### config.mk
export PLATFORM = sky130hd
export DESIGN_NAME = vec_alu_pipe
export DESIGN_NICKNAME = d
export VERILOG_FILES = /design/src/rtl/vec_alu_pkg.sv /design/src/rtl/vec_alu_lane.sv /design/src/rtl/vec_alu_pipe.sv
export SDC_FILE = /design/constraint.sdc
export NUM_CORES = 2
export LEC_CHECK = 0
export BUFFER_PORTS_ARGS = -buffer_cell sky130_fd_sc_hd__buf_2
export CORE_UTILIZATION = 50
export CTS_BUF_LIST = sky130_fd_sc_hd__clkbuf_16
export CTS_CLUSTER_SIZE = 30
export DETAILED_ROUTE_END_ITERATION = 16
export MAX_ROUTING_LAYER = met4
export PLACE_DENSITY = 0.76
export SYNTH_ARGS = -nofsm -noshare
export SYNTH_HDL_FRONTEND = slang
export SYNTH_SLANG_ARGS = --single-unit
### constraint.sdc
create_clock -name clk -period 29.9 [get_ports clk]
set_input_delay 2.99 -clock clk [delete_from_list [all_inputs] [get_ports clk]]
set_output_delay 2.99 -clock clk [all_outputs]
set_load 0.01 [all_outputs]
### src/rtl/vec_alu_pkg.sv
// rtl/vec_alu_pkg.sv - opcode/subcode constants shared by the vector execute pipeline
package vec_alu_pkg;

  localparam logic [3:0] OP_ADD  = 4'h0;
  localparam logic [3:0] OP_SUB  = 4'h1;
  localparam logic [3:0] OP_MUL  = 4'h2;
  localparam logic [3:0] OP_DIV  = 4'h3;
  localparam logic [3:0] OP_SMEM = 4'h4;
  localparam logic [3:0] OP_JMP  = 4'h6;
  localparam logic [3:0] OP_LD   = 4'h7;
  localparam logic [3:0] OP_VLD  = 4'hC;
  localparam logic [3:0] OP_VST  = 4'hD;
  localparam logic [3:0] OP_DOT  = 4'hE;

  localparam logic [3:0] J_Z    = 4'd0;
  localparam logic [3:0] J_NZ   = 4'd1;
  localparam logic [3:0] J_S    = 4'd2;
  localparam logic [3:0] J_NS   = 4'd3;
  localparam logic [3:0] SUB_ST = 4'd1;

  function automatic logic is_store(input logic [3:0] op, input logic [3:0] sub);
    return ((op == OP_SMEM) || (op == OP_VLD) || (op == OP_VST)) && (sub == SUB_ST);
  endfunction

endpackage

### src/rtl/vec_alu_lane.sv
// rtl/vec_alu_lane.sv - combinational single-lane add/sub/mul/div/store with raw product
module vec_alu_lane
  import vec_alu_pkg::*;
#(
  parameter int WIDTH = 16
) (
  input  logic [3:0]       i_op,
  input  logic [3:0]       i_sub,
  input  logic [WIDTH-1:0] i_a,
  input  logic [WIDTH-1:0] i_b,
  output logic [WIDTH-1:0] o_result,
  output logic             o_ovf,
  output logic [WIDTH-1:0] o_prod
);

  logic [WIDTH:0]     w_sum;
  logic [WIDTH:0]     w_diff;
  logic [2*WIDTH-1:0] w_full;

  assign w_sum  = {1'b0, i_a} + {1'b0, i_b};
  assign w_diff = {1'b0, i_a} - {1'b0, i_b};
  assign w_full = {{WIDTH{1'b0}}, i_a} * {{WIDTH{1'b0}}, i_b};
  assign o_prod = w_full[WIDTH-1:0];

  always_comb begin
    o_result = '0;
    o_ovf    = 1'b0;
    case (i_op)
      OP_ADD: begin
        o_result = w_sum[WIDTH-1:0];
        o_ovf    = w_sum[WIDTH];
      end
      OP_SUB: begin
        o_result = w_diff[WIDTH-1:0];
        o_ovf    = w_diff[WIDTH];
      end
      OP_MUL: begin
        o_result = w_full[WIDTH-1:0];
        o_ovf    = |w_full[2*WIDTH-1:WIDTH];
      end
      OP_DIV: begin
        if (i_b == '0) begin
          o_result = '1;
          o_ovf    = 1'b1;
        end else begin
          o_result = i_a / i_b;
        end
      end
      default: begin
        if (is_store(i_op, i_sub)) o_result = i_a;
      end
    endcase
  end

endmodule

### src/rtl/vec_alu_pipe.sv
// rtl/vec_alu_pipe.sv - two-stage stallable/flushable vector execute pipeline (X, X2)
module vec_alu_pipe
  import vec_alu_pkg::*;
#(
  parameter int LANES = 4,
  parameter int WIDTH = 16
) (
  input  logic                   clk,
  input  logic                   rst_n,
  input  logic                   in_valid,
  output logic                   in_ready,
  input  logic [15:0]            in_pc,
  input  logic [15:0]            in_ins,
  input  logic [LANES*WIDTH-1:0] in_op1,
  input  logic [LANES*WIDTH-1:0] in_op2,
  input  logic                   flush,
  input  logic [LANES*WIDTH-1:0] x2_mem,
  output logic                   out_valid,
  input  logic                   out_ready,
  output logic [15:0]            out_ins,
  output logic [LANES*WIDTH-1:0] out_result,
  output logic [LANES-1:0]       out_ovf,
  output logic                   out_jump
);

  logic                   r_x_valid;
  logic [15:0]            r_x_pc;
  logic [15:0]            r_x_ins;
  logic [LANES*WIDTH-1:0] r_x_op1;
  logic [LANES*WIDTH-1:0] r_x_op2;
  logic                   r_x2_valid;
  logic [15:0]            r_x2_ins;
  logic [LANES*WIDTH-1:0] r_x2_res;
  logic [LANES-1:0]       r_x2_ovf;
  logic                   r_x2_jump;

  logic                        w_x2_adv;
  logic                        w_x_adv;
  logic [3:0]                  w_op;
  logic [3:0]                  w_sub;
  logic [LANES*WIDTH-1:0]      w_lane_res;
  logic [LANES-1:0]            w_lane_ovf;
  logic [LANES-1:0][WIDTH-1:0] w_prod;
  logic [WIDTH-1:0]            w_dot;
  logic                        w_taken;
  logic [15:0]                 w_jtgt;
  logic [LANES*WIDTH-1:0]      w_res;
  logic [LANES-1:0]            w_ovf;
  logic                        w_jump;

  assign w_x2_adv = !r_x2_valid || out_ready;
  assign w_x_adv  = !r_x_valid || w_x2_adv;
  assign w_op     = r_x_ins[15:12];
  assign w_sub    = r_x_ins[7:4];

  for (genvar g = 0; g < LANES; g++) begin : g_lane
    vec_alu_lane #(.WIDTH(WIDTH)) u_lane (
      .i_op     (w_op),
      .i_sub    (w_sub),
      .i_a      (r_x_op1[g*WIDTH +: WIDTH]),
      .i_b      (r_x_op2[g*WIDTH +: WIDTH]),
      .o_result (w_lane_res[g*WIDTH +: WIDTH]),
      .o_ovf    (w_lane_ovf[g]),
      .o_prod   (w_prod[g])
    );
  end

  always_comb begin
    w_dot = '0;
    for (int i = 0; i < LANES; i++) w_dot = w_dot + w_prod[i];
  end

  // Jump conditions look only at lane 0 of op1; target is lane 0 of op2.
  always_comb begin
    w_taken = 1'b0;
    case (w_sub)
      J_Z:     w_taken = (r_x_op1[WIDTH-1:0] == '0);
      J_NZ:    w_taken = (r_x_op1[WIDTH-1:0] != '0);
      J_S:     w_taken = r_x_op1[WIDTH-1];
      J_NS:    w_taken = !r_x_op1[WIDTH-1];
      default: w_taken = 1'b0;
    endcase
    w_jtgt = '0;
    if (w_taken) begin
      for (int b = 0; b < 16 && b < WIDTH; b++) w_jtgt[b] = r_x_op2[b];
    end else if (w_sub < 4'd4) begin
      w_jtgt = r_x_pc + 16'd2;
    end
  end

  always_comb begin
    w_res  = w_lane_res;
    w_ovf  = w_lane_ovf;
    w_jump = 1'b0;
    case (w_op)
      OP_DOT: begin
        w_res              = '0;
        w_res[WIDTH-1:0]   = w_dot;
        w_ovf              = '0;
      end
      OP_JMP: begin
        w_res  = '0;
        for (int b = 0; b < 16 && b < WIDTH; b++) w_res[b] = w_jtgt[b];
        w_ovf  = '0;
        w_jump = w_taken;
      end
      default: ;
    endcase
  end

  always_ff @(posedge clk or negedge rst_n) begin
    if (!rst_n) begin
      r_x_valid  <= 1'b0;
      r_x_pc     <= '0;
      r_x_ins    <= '0;
      r_x_op1    <= '0;
      r_x_op2    <= '0;
      r_x2_valid <= 1'b0;
      r_x2_ins   <= '0;
      r_x2_res   <= '0;
      r_x2_ovf   <= '0;
      r_x2_jump  <= 1'b0;
    end else begin
      if (flush) r_x_valid <= 1'b0;
      else if (w_x_adv) r_x_valid <= in_valid;
      if (w_x_adv && in_valid && !flush) begin
        r_x_pc  <= in_pc;
        r_x_ins <= in_ins;
        r_x_op1 <= in_op1;
        r_x_op2 <= in_op2;
      end
      // A flushed X never reaches X2; X2 itself is left alone.
      if (w_x2_adv) begin
        r_x2_valid <= r_x_valid && !flush;
        if (r_x_valid && !flush) begin
          r_x2_ins  <= r_x_ins;
          r_x2_res  <= w_res;
          r_x2_ovf  <= w_ovf;
          r_x2_jump <= w_jump;
        end
      end
    end
  end

  assign in_ready   = w_x_adv;
  assign out_valid  = r_x2_valid;
  assign out_ins    = r_x2_ins;
  assign out_result = (r_x2_ins[15:12] == OP_LD) ? x2_mem : r_x2_res;
  assign out_ovf    = r_x2_ovf;
  assign out_jump   = r_x2_jump;

endmodule

==> metrics.md <==
| Metric | Value |
|---|---|
| Run status | `finished clean` |
| Final period util | `0.952` |
| Fin crit period | `28.47 ns` |
| First-pass GRT wire length | `460 mm` |
| Cell depth of the worst flop-to-flop path | `121` |
| GRT Total Usage | `0.388` |
| Initial DRC count | `7642` |
| Post-layout nets | `12.5k` |
| Hold Fails Final Rpt | `0` |
| Drt total wl | `306 mm` |
| Slew Limit Fails | `0` |
| Fmax | `35.1 MHz` |
| Die height | `400 um` |
| DRC violations left | `0` |
| Placed cells | `12.3k` |
| Slowest CP cell | `or4_1` |
| Initial core utilization | `0.505` |
| Worst hold path class | `reg -> reg` |
| Clock Sinks | `247` |
| Num CTS Buffers | `38` |
| Min-Delay Path Depth | `2` |
| TritonRoute pass-1 iters | `7` |
| Row cnt | `145` |
| P&R area growth vs syn | `11.1%` |
| # IOs | `316` |
| Worst-case clock buffer depth | `3` |
| Buffers and inverters on the worst path | `10` |
| Layout Cells excl Fill | `12.4k` |
| Met3 wire len | `33.6 mm` |
| Met1 wire length | `121 mm` |
| WP data arrival | `28.96 ns` |
| Synth area leaders | `fa_1, ha_1, dfrtp_1` |
| Final GP Congestion | `1.03` |
| Avg Synthesized Cell Area | `8.08 um2` |
| WL met2 | `133 mm` |
| Core area | `157000 um2` |
| Via density | `6.28` |
| Number of global-route vias before repair | `77.2k` |
| Post-synth top area share | `0.206` |
| EDFF count, synth | `0` |
| Asr flop ratio synth | `1.00` |
| Post-synth net total | `12.0k` |
| Skew-Pair Late Insertion Delay | `0.65 ns` |
| Synth cell types | `101` |
| Delay-heaviest family, CP | `compound AO/OA/AOI/OAI gates` |
| H-Tree Depth | `2` |
| Startpoint Class | `register` |
| Final HPWL DP | `238 mm` |
| Synth Flop Type | `dfrtp_1` |
| Tightest Pin Transition | `1.24 ns` |
| Synthesized flop and latch total | `247` |
| Post-route ant nets | `0` |
| Final setup violation count | `0` |
| Sequential area share after synthesis | `0.0781` |
| GRT overflow | `0` |
| Initial antenna violation count | `20` |
| CTS clk-pin slew, worst paths | `0.06 ns` |
| Wire per inst | `24.7 um` |
| Biggest area consumer among synthesized cells | `fa_1` |
| Clock Skew | `0.0422 ns` |
| Most frequent cell on the critical path | `ha_1` |
| Clock tree from TritonCTS | `built` |
| Highest metal used | `met4` |
| Worst setup path class | `reg -> reg` |
| Count leader, synth | `inv_1` |
| Die area | `160000 um2` |
| Yosys synthesis warning count | `0` |
| Synth cell count leaders | `inv_1, ha_1, nor2_1, fa_1, nand2_1` |
| CP Capture Type | `register` |
| Max incr delay on CP | `0.67 ns` |
| Worst Path Required | `30.40 ns` |
| Slew HR | `0.167` |
| Layout cells sized above 1 | `0.146` |
| Die width | `400 um` |
| TNS Setup | `0 ns` |
| Critical path depth | `121` |
| Vias | `78.0k` |
| Crit-path max FO | `14` |
| Mapped Area | `79100 um2` |
| Syn Inst Count | `9792` |
| Largest net degree at the start of global routing | `109` |
| I/O Buffers | `315` |
| Maxcap violations | `0` |
| CTS root buffer | `clkbuf_16` |
[metrics by stage]
step,util,setup WS (ns),hold slack [ns],cell area [um2]
3_3_place_gp,0.549,-0.0884,0.440,86000
5_1_grt,0.561,-0.134,0.489,87900
4_1_cts,0.557,0.126,0.466,87300
2_1_floorplan,-,2.24,0.433,79100
3_5_place_dp,0.549,-0.560,0.451,86000
6_report,0.561,1.43,0.469,87900
[path summary, 6_finish.rpt]
path | start | to | slack [ns]
max | r_x_op2[55] | r_x2_res[48] | 1.43
min | r_x_ins[3] | out_ins[3] | 0.47
max reg2reg | r_x_op2[55] | r_x2_res[48] | 1.43
min reg2reg | r_x_ins[3] | out_ins[3] | 0.47
max in group asynchronous | rst_n | r_x_op2[12] | 25.93
min in group asynchronous | rst_n | r_x_op2[18] | 2.41
[flip-flops by register name, indices dropped and copies added, names as in the netlist]
register / flops
out_ovf: 4
r_x_op2: 64
r_x_valid: 1
out_jump: 1
r_x2_res: 64
out_valid: 1
r_x_ins: 16
r_x_op1: 64
r_x_pc: 16
out_ins: 16
[routing by layer]
metal	global-route usage	vias to the layer above
met5	-	-
met4	0.202	0
met3	0.0812	1098
met2	0.583	4446
met1	0.490	37809
li1	-	34636
[layout by cell type, fill, tap and decap left out, types with 43 or more instances in the layout]
cell / count
fa_1: 814
mux2i_1: 67
nand4_1: 43
o21ai_0: 379
a211oi_1: 79
nand2_1: 748
nor2b_1: 73
or3_1: 86
nand2b_1: 74
buf_4: 575
and2_1: 346
buf_2: 314
a21o_1: 190
o211ai_1: 57
mux2_2: 319
or2_2: 61
and3_1: 57
nand3_1: 145
o31ai_1: 70
inv_1: 1255
xor2_1: 127
a31oi_1: 82
dfrtp_1: 239
nor3_1: 278
a21oi_1: 522
xnor2_1: 246
o21a_1: 209
ha_1: 1117
nor2_1: 917
[final cells by class]
type | count | area [um2]
multi-input combinational | 7846 | 67100
clock buffer | 39 | 976
tap | 2058 | 2570
antenna | 19 | 47.5
clock inverter | 31 | 279
sequential | 247 | 6190
timing repair buffer | 891 | 5920
inverter | 1286 | 4830
fill | 14411 | 68800
[worst reg2reg max path: cells and delay by family, from the launching register on]
kind / cells / cell delay, ns
AND/OR/NAND/NOR: 20 / 4.05
buffers and inverters: 10 / 1.84
adder cells (fa/ha/maj): 15 / 4.63
multiplexers: 5 / 1.46
flip-flops: 1 / 0.42
AO/OA/AOI/OAI: 71 / 15.95
[cell families after synthesis]
kind of cell	synth area share
AND/OR/NAND/NOR	0.180
XOR/XNOR	0.0416
adder cells (fa/ha/maj)	0.383
flip-flops	0.0781
multiplexers	0.0548
AO/OA/AOI/OAI	0.182
buffers and inverters	0.0812
[timing repair]
item	in CTS	in global routing
pin swaps	1	13
endpoints found under the setup margin	2	8
gates resized for setup	5	115
hold buffers	0	0
cloned	0	0
buffers inserted	3	17
Power is left out: the tool's default activity adds up to more than one toggle a clock period on the data nets, which glitch-free logic cannot reach.
